## src/rtl/shape_edit_arbiter.sv

```systemverilog
// shape_edit_arbiter: serialises shape-property edits from NREQ requesters
// into the single write port of the shape property table. Edits are only
// accepted inside a per-frame commit window opened by the frame pulse, so the
// renderer never scans a half-updated shape.
// Optional build macro: SHAPE_EDIT_PRIO0_EN gives requester 0 fixed top
// priority; the other requesters keep round-robin among themselves.
module shape_edit_arbiter #(
  parameter int NREQ   = 4,
  parameter int MAXSHP = 4,
  parameter int DATAW  = 16,
  parameter int BUDGET = 8,
  parameter int WINLEN = 64,
  localparam int IDW   = (MAXSHP > 1) ? $clog2(MAXSHP) : 1
) (
  input  logic                  clk,
  input  logic                  rst,
  input  logic                  frame,
  input  logic [NREQ-1:0]       req_valid,
  input  logic [NREQ*IDW-1:0]   req_id,
  input  logic [NREQ*3-1:0]     req_field,
  input  logic [NREQ*DATAW-1:0] req_data,
  output logic [NREQ-1:0]       req_ready,
  output logic                  wr_en,
  output logic [IDW-1:0]        wr_id,
  output logic [2:0]            wr_field,
  output logic [DATAW-1:0]      wr_data,
  output logic                  window,
  output logic                  err
);

  localparam int PW = (NREQ > 1) ? $clog2(NREQ) : 1;
  localparam int BW = $clog2(BUDGET + 1);
  localparam int TW = (WINLEN > 1) ? $clog2(WINLEN) : 1;

  typedef enum logic [1:0] {IDLE, WINDOW, CLOSE} state_t;

  typedef struct packed {
    logic [IDW-1:0]   id;
    logic [2:0]       field;
    logic [DATAW-1:0] data;
  } edit_t;

  state_t               state, state_nx;
  logic [PW-1:0]        ptr, gnt_idx, idx;
  logic                 gnt_any, grant;
  logic [BW-1:0]        budget;
  logic [TW-1:0]        timer;
  edit_t [NREQ-1:0]     lane_req;
  logic [NREQ-1:0]      bad;
  edit_t                sel;

  // Per-lane unpack and bad-request detect (slot out of range or reserved field).
  for (genvar k = 0; k < NREQ; k++) begin : g_lane
    assign lane_req[k] = {req_id[k*IDW +: IDW], req_field[k*3 +: 3], req_data[k*DATAW +: DATAW]};
    assign bad[k] = ({1'b0, lane_req[k].id} >= (IDW+1)'(MAXSHP)) ||
                    (lane_req[k].field[2:1] == 2'b11);
  end

  // Round-robin pick: first valid index at or after ptr, wrapping.
  always_comb begin
    gnt_any = 1'b0;
    gnt_idx = '0;
    idx     = '0;
`ifdef SHAPE_EDIT_PRIO0_EN
    if (req_valid[0]) gnt_any = 1'b1;
`endif
    for (int i = 0; i < NREQ; i++) begin
      idx = PW'((int'(ptr) + i) % NREQ);
`ifdef SHAPE_EDIT_PRIO0_EN
      if (!gnt_any && idx != '0 && req_valid[idx]) begin
`else
      if (!gnt_any && req_valid[idx]) begin
`endif
        gnt_any = 1'b1;
        gnt_idx = idx;
      end
    end
  end

  // No transfers outside the window, and none on a reset cycle.
  assign grant  = (state == WINDOW) && gnt_any && !rst;
  assign sel    = lane_req[gnt_idx];
  assign window = (state == WINDOW);

  // One-hot ready for the chosen lane.
  always_comb begin
    req_ready = '0;
    for (int k = 0; k < NREQ; k++)
      req_ready[k] = grant && (gnt_idx == PW'(k));
  end

  // Window sequencing: close on budget exhaustion, timeout, or idle after the first cycle.
  always_comb begin
    state_nx = state;
    case (state)
      IDLE:   if (frame) state_nx = WINDOW;
      WINDOW: if ((timer == '0) ||
                  (grant && budget <= BW'(1)) ||
                  (!(|req_valid) && timer != TW'(WINLEN - 1)))
                state_nx = CLOSE;
      CLOSE:  state_nx = IDLE;
      default: state_nx = IDLE;
    endcase
  end

  // State register.
  always_ff @(posedge clk) begin
    if (rst) state <= IDLE;
    else     state <= state_nx;
  end

  // Budget and timer: loaded on window open, counted down inside the window.
  always_ff @(posedge clk) begin
    if (rst) begin
      budget <= '0;
      timer  <= '0;
    end else if (state == IDLE && frame) begin
      budget <= BW'(BUDGET);
      timer  <= TW'(WINLEN - 1);
    end else if (state == WINDOW) begin
      if (timer != '0) timer <= timer - 1'b1;
      if (grant && budget != '0) budget <= budget - 1'b1;
    end
  end

  // Round-robin pointer; survives across windows.
  always_ff @(posedge clk) begin
    if (rst) ptr <= '0;
`ifdef SHAPE_EDIT_PRIO0_EN
    else if (grant && gnt_idx != '0)
`else
    else if (grant)
`endif
      ptr <= (gnt_idx == PW'(NREQ - 1)) ? '0 : gnt_idx + 1'b1;
  end

  // Write port: one-cycle latency, bad requests are drained but not written.
  always_ff @(posedge clk) begin
    if (rst) begin
      wr_en    <= 1'b0;
      wr_id    <= '0;
      wr_field <= '0;
      wr_data  <= '0;
      err      <= 1'b0;
    end else begin
      wr_en <= grant && !bad[gnt_idx];
      if (grant && !bad[gnt_idx]) begin
        wr_id    <= sel.id;
        wr_field <= sel.field;
        wr_data  <= sel.data;
      end
      if (grant && bad[gnt_idx]) err <= 1'b1;
    end
  end

endmodule
```

## config.mk

```make
export PLATFORM = sky130hd
export DESIGN_NAME = shape_edit_arbiter
export DESIGN_NICKNAME = d
export VERILOG_FILES = /design/src/rtl/shape_edit_arbiter.sv
export SDC_FILE = /design/constraint.sdc
export NUM_CORES = 1
export LEC_CHECK = 0
export CORE_MARGIN = 2
export CORE_UTILIZATION = 45
export DETAILED_ROUTE_END_ITERATION = 6
export GPL_ROUTABILITY_DRIVEN = 0
export GPL_TIMING_DRIVEN = 0
export PLACE_DENSITY = 0.95
export SLEW_MARGIN = 40
export SYNTH_ARGS = -nofsm -noshare
export SYNTH_HDL_FRONTEND = slang
export SYNTH_SLANG_ARGS = --single-unit
```

## constraint.sdc

```tcl
create_clock -name clk -period 7.7 [get_ports clk]
set_clock_uncertainty 0.05 [all_clocks]
set_input_delay 2.31 -clock clk [delete_from_list [all_inputs] [get_ports clk]]
set_output_delay 2.31 -clock clk [all_outputs]
set_load 0.02 [all_outputs]
```

==> flow_metrics.env, run 1 <==
export IMPL_drt_initial_drc_count=211
export IMPL_cts_htree_levels=2
export IMPL_design_area_mm2=0.00397
export IMPL_yosys_cell_types_count=40
export IMPL_ant_nets=0
export IMPL_synthesis_yosys_warnings=0
export IMPL_grt_setup_unrepaired="no"
export IMPL_synth_area_mm2=0.00257
export IMPL_layout_drive_gt1_share_pct=11.9
export IMPL_finalSetupViolCount=0
export IMPL_design_die_area_mm2=0.00634
export IMPL_max_freq_mhz=136
export IMPL_tritoncts_buffers=5
export IMPL_cp_start_kind="primary input"
export IMPL_post_synth_top_area_cell="sky130_fd_sc_hd__dfxtp_1"
export IMPL_detail_route_vias_per_cell=5.89
export IMPL_status="finished, final reports clean"
export IMPL_worst_pin_slew_ns=0.640
export IMPL_grt_pass1_vias=2779
export IMPL_synth_enable_flop_cells=0
export IMPL_cp_slowest_cell="sky130_fd_sc_hd__clkdlybuf4s50_1"
export IMPL_cell_with_the_most_instances_on_the_worst_path="sky130_fd_sc_hd__clkdlybuf4s50_1"
export IMPL_ir_worst_vdd_uv=99.6
export IMPL_max_stage_delay_ns=0.54
export IMPL_ctsHoldBuffers=0
export IMPL_synth_yosys_seq_area_share_pct=28.8
export IMPL_grt_start_max_net_pins=13
export IMPL_overflow_left_after_global_routing=0
export IMPL_dieWidth_um=79.6
export IMPL_max_cap_violations=0
export IMPL_drt_wl_total_mm=8.17
export IMPL_clock_latency_reported_for_the_late_side_of_the_worst_skew_pair_ns=0.30
export IMPL_post_synth_cell_area_avg_um2=9.00
export IMPL_leakagePower_nw=1.43
export IMPL_cts_repair_resized_insts=0
export IMPL_hold_viol=0
export IMPL_setup_tns_final_ns=0
export IMPL_postSynthRegisterBits=37
export IMPL_hold_path_class="reg2reg"
export IMPL_standard_cell_area_after_detailed_placement_mm2=0.00385
export IMPL_n_antenna_cell=0
export IMPL_timing_max_slew_rel_slack_pct=56.7
export IMPL_power_per_cell_area_mw_per_mm2=153
export IMPL_ys_async_sr_fraction_pct=0
export IMPL_chipHeight_um=79.6
export IMPL_min_period_ns=7.38
export IMPL_cts_buffer_depth=2
export IMPL_grt_pass1_wl_mm=12.6
export IMPL_critPathCaptureType="primary output"
export IMPL_placement_rows=27
export IMPL_category_of_the_most_critical_setup_path="in2out"
export IMPL_routedWlPerCell_um=16.9
export IMPL_cp_arrival_ns=5.02
export IMPL_num_vias=2852
export IMPL_synth_largest_type_area_fraction_pct=28.8
export IMPL_drtPass1Iterations=4
export IMPL_core_mm2=0.00551
export IMPL_post_dp_hpwl_mm=6.42
export IMPL_clk_pin_slew_ns=0.07
export IMPL_grt_use_total_pct=25.4
export IMPL_reg2reg_depth=7
export IMPL_post_route_drc_count=0
export IMPL_synthesis_instances=286
export IMPL_synth_area_leaders="sky130_fd_sc_hd__dfxtp_1 (29%), sky130_fd_sc_hd__a221o_1 (8.6%), sky130_fd_sc_hd__mux2i_1 (8.6%)"
export IMPL_port_buffer_count=118
export IMPL_floorplan_initialDensity_pct=46.7
export IMPL_synth_nets=387
export IMPL_yosys_most_used_dff="sky130_fd_sc_hd__dfxtp_1"
export IMPL_ios=119
export IMPL_layout_area_overhead_vs_synth_pct=54.3
export IMPL_clockRootBuffer="sky130_fd_sc_hd__clkbuf_8"
export IMPL_timing_max_transition_violations_final=0
export IMPL_num_nets_final=512
export IMPL_cp_max_fanout=11
export IMPL_cp_required_ns=5.34
export IMPL_num_fill_cells=405
export IMPL_crit_path_cell_trace="clkdlybuf4s50_1 > mux2i_1 > nor2_1 > nor3_2 > inv_2 > buf_1 > ha_1 > and2_1 > clkdlybuf4s50_1"
export IMPL_cts_tree="built"
export IMPL_utilization_pct=72.1
export IMPL_post_cts_repair_setup_buffers=0
export IMPL_tritoncts_num_sinks=37
export IMPL_grt_antenna_before_repair=0
export IMPL_hold_path_cell_count=2
export IMPL_post_route_period_util_pct=95.8
==> through the flow <==
| stage | cells | setup slack (ns) | hold slack (ns) | total power [mW] |
|---|---|---|---|---|
| global placement | 476 | 0.405 | 0.395 | 0.423 |
| detailed placement | 476 | 0.311 | 0.404 | 0.430 |
| global route | 484 | 0.127 | 0.434 | 0.633 |
| CTS | 484 | 0.299 | 0.418 | 0.606 |
| floorplan | 286 | 1.65 | 0.436 | 0.337 |
| finish | 484 | 0.322 | 0.415 | 0.609 |
==> worst paths after layout <==
check / startpoint / end / slack (ns)
worst max-delay path: req_valid[2] / req_ready[0] / 0.32
worst min-delay path: wr_data[10] / wr_data[10] / 0.41
worst max register to register: ptr[1] / wr_field[0] / 5.32
worst min register to register: wr_data[10] / wr_data[10] / 0.41
==> cell type report <==
| cell class | instances | area (um^2) | area share [%] |
|---|---|---|---|
| Clock buffer | 6 | 82.6 | 2.08 |
| Tap cell | 72 | 90.1 | 2.27 |
| Multi-Input combinational cell | 216 | 1650 | 41.6 |
| Sequential cell | 37 | 741 | 18.7 |
| Inverter | 8 | 30.0 | 0.756 |
| Clock inverter | 2 | 37.5 | 0.945 |
| Buffer | 25 | 156 | 3.94 |
| Timing Repair Buffer | 118 | 1180 | 29.7 |
==> flip-flops by register name, indices dropped and copies added (netlist names) <==
signal and flops:
timer 6, err 1, wr_field 3, budget 4
ptr 2, wr_id 2, state 2, wr_en 1
wr_data 16
==> kinds of logic (layout without fill, tap and decap cells) <==
kind of cell             Yosys count  after routing  synth area share, %
multiplexers                      22             22                 8.56
buffers and inverters             33            159                 7.24
flip-flops                        37             37                 28.8
AO/OA/AOI/OAI                     90             90                 27.9
AND/OR/NAND/NOR                   87             87                 20.3
XOR/XNOR                           7              7                 2.38
adder cells (fa/ha/maj)           10             10                 4.86
==> placed cells by master (no fill, tap or decap), types with 2 or more instances in the layout <==
| master | n |
|---|---|
| sky130_fd_sc_hd__buf_2 | 5 |
| sky130_fd_sc_hd__and3_1 | 21 |
| sky130_fd_sc_hd__or3_1 | 2 |
| sky130_fd_sc_hd__xnor2_1 | 3 |
| sky130_fd_sc_hd__inv_1 | 6 |
| sky130_fd_sc_hd__clkbuf_8 | 6 |
| sky130_fd_sc_hd__a21oi_2 | 10 |
| sky130_fd_sc_hd__o211ai_1 | 2 |
| sky130_fd_sc_hd__a211oi_1 | 22 |
| sky130_fd_sc_hd__a221o_1 | 22 |
| sky130_fd_sc_hd__dfxtp_1 | 37 |
| sky130_fd_sc_hd__nand2_1 | 11 |
| sky130_fd_sc_hd__clkdlybuf4s50_1 | 118 |
| sky130_fd_sc_hd__nor3_2 | 2 |
| sky130_fd_sc_hd__nor2_1 | 10 |
| sky130_fd_sc_hd__a31oi_1 | 2 |
| sky130_fd_sc_hd__buf_1 | 2 |
| sky130_fd_sc_hd__mux2i_1 | 22 |
| sky130_fd_sc_hd__a21oi_1 | 23 |
| sky130_fd_sc_hd__o21ai_0 | 3 |
| sky130_fd_sc_hd__ha_1 | 10 |
| sky130_fd_sc_hd__nor3_1 | 3 |
| sky130_fd_sc_hd__xor2_1 | 4 |
| sky130_fd_sc_hd__nand3_1 | 12 |
| sky130_fd_sc_hd__buf_6 | 7 |
| sky130_fd_sc_hd__nand2b_1 | 2 |
| sky130_fd_sc_hd__and2_1 | 6 |
| sky130_fd_sc_hd__nor2b_1 | 2 |
| sky130_fd_sc_hd__inv_2 | 2 |
| sky130_fd_sc_hd__nand4_1 | 2 |
| sky130_fd_sc_hd__nand3_2 | 10 |
| sky130_fd_sc_hd__o2111ai_4 | 2 |
| sky130_fd_sc_hd__clkbuf_1 | 10 |
==> cell usage after synthesis (all sizes together), types with 3 or more instances <==
library cell  count
dfxtp            37
a21oi            33
a211oi           22
a221o            22
mux2i            22
nand3            22
and3             21
buf              15
nand2            11
clkbuf           10
ha               10
nor2             10
inv               8
and2              6
nor3              5
o21ai             4
xor2              4
xnor2             3
==> worst max-delay path, delay by kind of cell <==
family        cells  cell delay [ns]
buf+inv           4             1.56
simple gates      3             0.68
fa+ha+maj         1             0.28
mux               1             0.16
==> power breakdown <==
group          switching (mW)  internal (mW)
sequential             0.0117          0.206
combinational           0.105          0.107
clock                  0.0739          0.105
total                   0.191          0.418
==> metal layers <==
layer | part of all wire, % | global-route usage, % | wire, um
met5 | 0 | 0 | 0
met4 | 2.8 | 8.62 | 227
met3 | 7.3 | 7.24 | 596
met2 | 51 | 46.3 | 4160
met1 | 39 | 27.9 | 3190
No activity file was read; power rests on OpenSTA's default activity.
==> run 2, diff against run 1 <==
- CORE_MARGIN: 2 -> 1.5
==> run 2 against run 1 <==
Effect of this change: global-route usage is 1.4 points higher; sequential share of layout area stayed put; cell count unchanged.
==> flow_metrics.env, run 2 (synthesis gave the netlist of run 1 again) <==
export IMPL_port_buffer_count=118
export IMPL_worst_setup_path_endpoint="req_ready[0]"
export IMPL_placement_rows=27
export IMPL_crit_buf_inv=4
export IMPL_layout_area_overhead_vs_synth_pct=54.3
export IMPL_ios=119
export IMPL_ir_worst_vdd_uv=79.3
export IMPL_finalSetupViolCount=0
export IMPL_hold_viol=0
export IMPL_critPathCaptureType="primary output"
export IMPL_tritoncts_buffers=5
export IMPL_num_vias=2837
export IMPL_detail_route_vias_per_cell=5.86
export IMPL_cp_max_fanout=11
export IMPL_overflow_left_after_global_routing=0
export IMPL_clockRootBuffer="sky130_fd_sc_hd__clkbuf_8"
export IMPL_grt_antenna_before_repair=0
export IMPL_cp_start_kind="primary input"
export IMPL_cts_htree_levels=2
export IMPL_crit_path_cell_trace="clkdlybuf4s50_1 > mux2i_1 > nor2_1 > nor3_2 > inv_2 > buf_1 > ha_1 > and2_1 > clkdlybuf4s50_1"
export IMPL_layout_drive_gt1_share_pct=11.9
export IMPL_design_die_area_mm2=0.00618
export IMPL_post_route_drc_count=0
export IMPL_layout_top_registers="wr_data x16, timer x6, budget x4"
export IMPL_path_delay_family="buffers and inverters"
export IMPL_min_period_ns=7.43
export IMPL_min_delay_start="wr_data[9]"
export IMPL_cts_repair_resized_insts=0
export IMPL_registers_top_by_ff_count="wr_data"
export IMPL_dieWidth_um=78.6
export IMPL_chipHeight_um=78.6
export IMPL_cts_tree="built"
export IMPL_ant_nets=0
export IMPL_worst_pin_slew_ns=0.664
export IMPL_clk_pin_slew_ns=0.08
export IMPL_largest_register_ff_count=16
export IMPL_mostFrequentLayoutCells="sky130_fd_sc_hd__clkdlybuf4s50_1 (118), sky130_fd_sc_hd__dfxtp_1 (37), sky130_fd_sc_hd__a21oi_1 (23)"
export IMPL_max_freq_mhz=135
export IMPL_critical_path_startpoint="req_valid[2]"
export IMPL_cp_slowest_cell="sky130_fd_sc_hd__clkdlybuf4s50_1"
export IMPL_drt_initial_drc_count=110
export IMPL_cts_buffer_depth=2
export IMPL_ctsHoldBuffers=0
export IMPL_max_stage_delay_ns=0.55
export IMPL_setup_tns_final_ns=0
export IMPL_n_antenna_cell=0
export IMPL_leakagePower_nw=1.43
export IMPL_grt_setup_unrepaired="no"
export IMPL_critical_path_cell_count=9
export IMPL_routedWlPerCell_um=16.8
export IMPL_num_nets_final=512
export IMPL_standard_cell_area_after_detailed_placement_mm2=0.00385
export IMPL_worst_r2r_endpoint="wr_field[2]"
export IMPL_most_common_library_cell_in_the_layout_ignoring_fill_and_taps="sky130_fd_sc_hd__clkdlybuf4s50_1"
export IMPL_cell_with_the_most_instances_on_the_worst_path="sky130_fd_sc_hd__clkdlybuf4s50_1"
export IMPL_clock_latency_reported_for_the_late_side_of_the_worst_skew_pair_ns=0.31
export IMPL_tritoncts_num_sinks=37
export IMPL_num_fill_cells=421
export IMPL_drtPass1Iterations=4
export IMPL_post_cts_repair_setup_buffers=0
export IMPL_cp_arrival_ns=5.07
export IMPL_timing_max_transition_violations_final=0
export IMPL_status="finished, final reports clean"
export IMPL_hold_path_class="reg2reg"
export IMPL_ff2ff_setup_slack_ns=5.33
export IMPL_timing_max_slew_rel_slack_pct=55.8
export IMPL_regToRegStartpoint="ptr[1]"
export IMPL_grt_pass1_vias=2787
export IMPL_grt_use_total_pct=26.7
export IMPL_post_dp_hpwl_mm=6.31
export IMPL_drt_wl_total_mm=8.13
export IMPL_reg2reg_depth=7
export IMPL_core_mm2=0.00551
export IMPL_max_cap_violations=0
export IMPL_power_per_cell_area_mw_per_mm2=153
export IMPL_floorplan_initialDensity_pct=46.7
export IMPL_cp_required_ns=5.34
export IMPL_post_route_period_util_pct=96.5
export IMPL_grt_pass1_wl_mm=13.0
export IMPL_category_of_the_most_critical_setup_path="in2out"
export IMPL_design_area_mm2=0.00397
export IMPL_grt_start_max_net_pins=13
==> run 2: cell counts in the layout (fill, tap and decap cells not counted) <==
Identical to the previous run, type by type.
==> run 2: cell type report <==
type	count	area [um^2]	share of cell area, %
buffer	25	156	3.94
timing repair buffer	118	1180	29.7
inverter	8	30.0	0.756
sequential	37	741	18.7
clock buffer	6	82.6	2.08
tap	72	90.1	2.27
clock inverter	2	37.5	0.945
multi-input combinational	216	1650	41.6
==> run 2: report_power, final <==
group	internal [mW]	leakage, nW	total, mW	switching [mW]
Clock	0.105	0.0574	0.179	0.0741
Combinational	0.107	1.08	0.213	0.106
Sequential	0.206	0.302	0.217	0.0116
Total	0.418	1.43	0.609	0.192
==> run 2: worst min path at each step <==
stage                     slack [ns]  depth (start not counted)          end
after detailed placement        0.40                          2   wr_data[9]
final                           0.41                          2   wr_data[9]
after global placement          0.40                          2  wr_data[10]
after global routing            0.43                          2   wr_data[9]
after floorplan                 0.44                          2    budget[1]
after CTS                       0.41                          2   wr_data[9]
==> run 2: routing by layer <==
| metal | GRT usage [%] | share of wire, % | up-vias |
|---|---|---|---|
| met3 | 7.67 | 7.4 | 20 |
| met5 | 0 | 0 | - |
| met2 | 47.3 | 52 | 126 |
| met1 | 29.6 | 39 | 1353 |
| met4 | 11.4 | 2.1 | 0 |
| li1 | - | - | 1338 |
==> run 2: worst min-delay path, cell delays in order (launching register included) <==
cell and delay (ns):
sky130_fd_sc_hd__dfxtp_1 0.32, sky130_fd_sc_hd__nand3_2 0.06, sky130_fd_sc_hd__a21oi_2 0.04
==> run 2: through the flow <==
| step | utilization [%] | cells | worst slack [ns] | hold slack, ns | total power [mW] |
|---|---|---|---|---|---|
| final | 72.1 | 484 | 0.270 | 0.410 | 0.609 |
| after global routing | 72.1 | 484 | 0.0848 | 0.433 | 0.638 |
| after CTS | 72.1 | 484 | 0.261 | 0.414 | 0.610 |
| after detailed placement | 69.9 | 476 | 0.300 | 0.401 | 0.431 |
| after global placement | 69.8 | 476 | 0.402 | 0.395 | 0.423 |
| after floorplan | - | 286 | 1.65 | 0.436 | 0.337 |
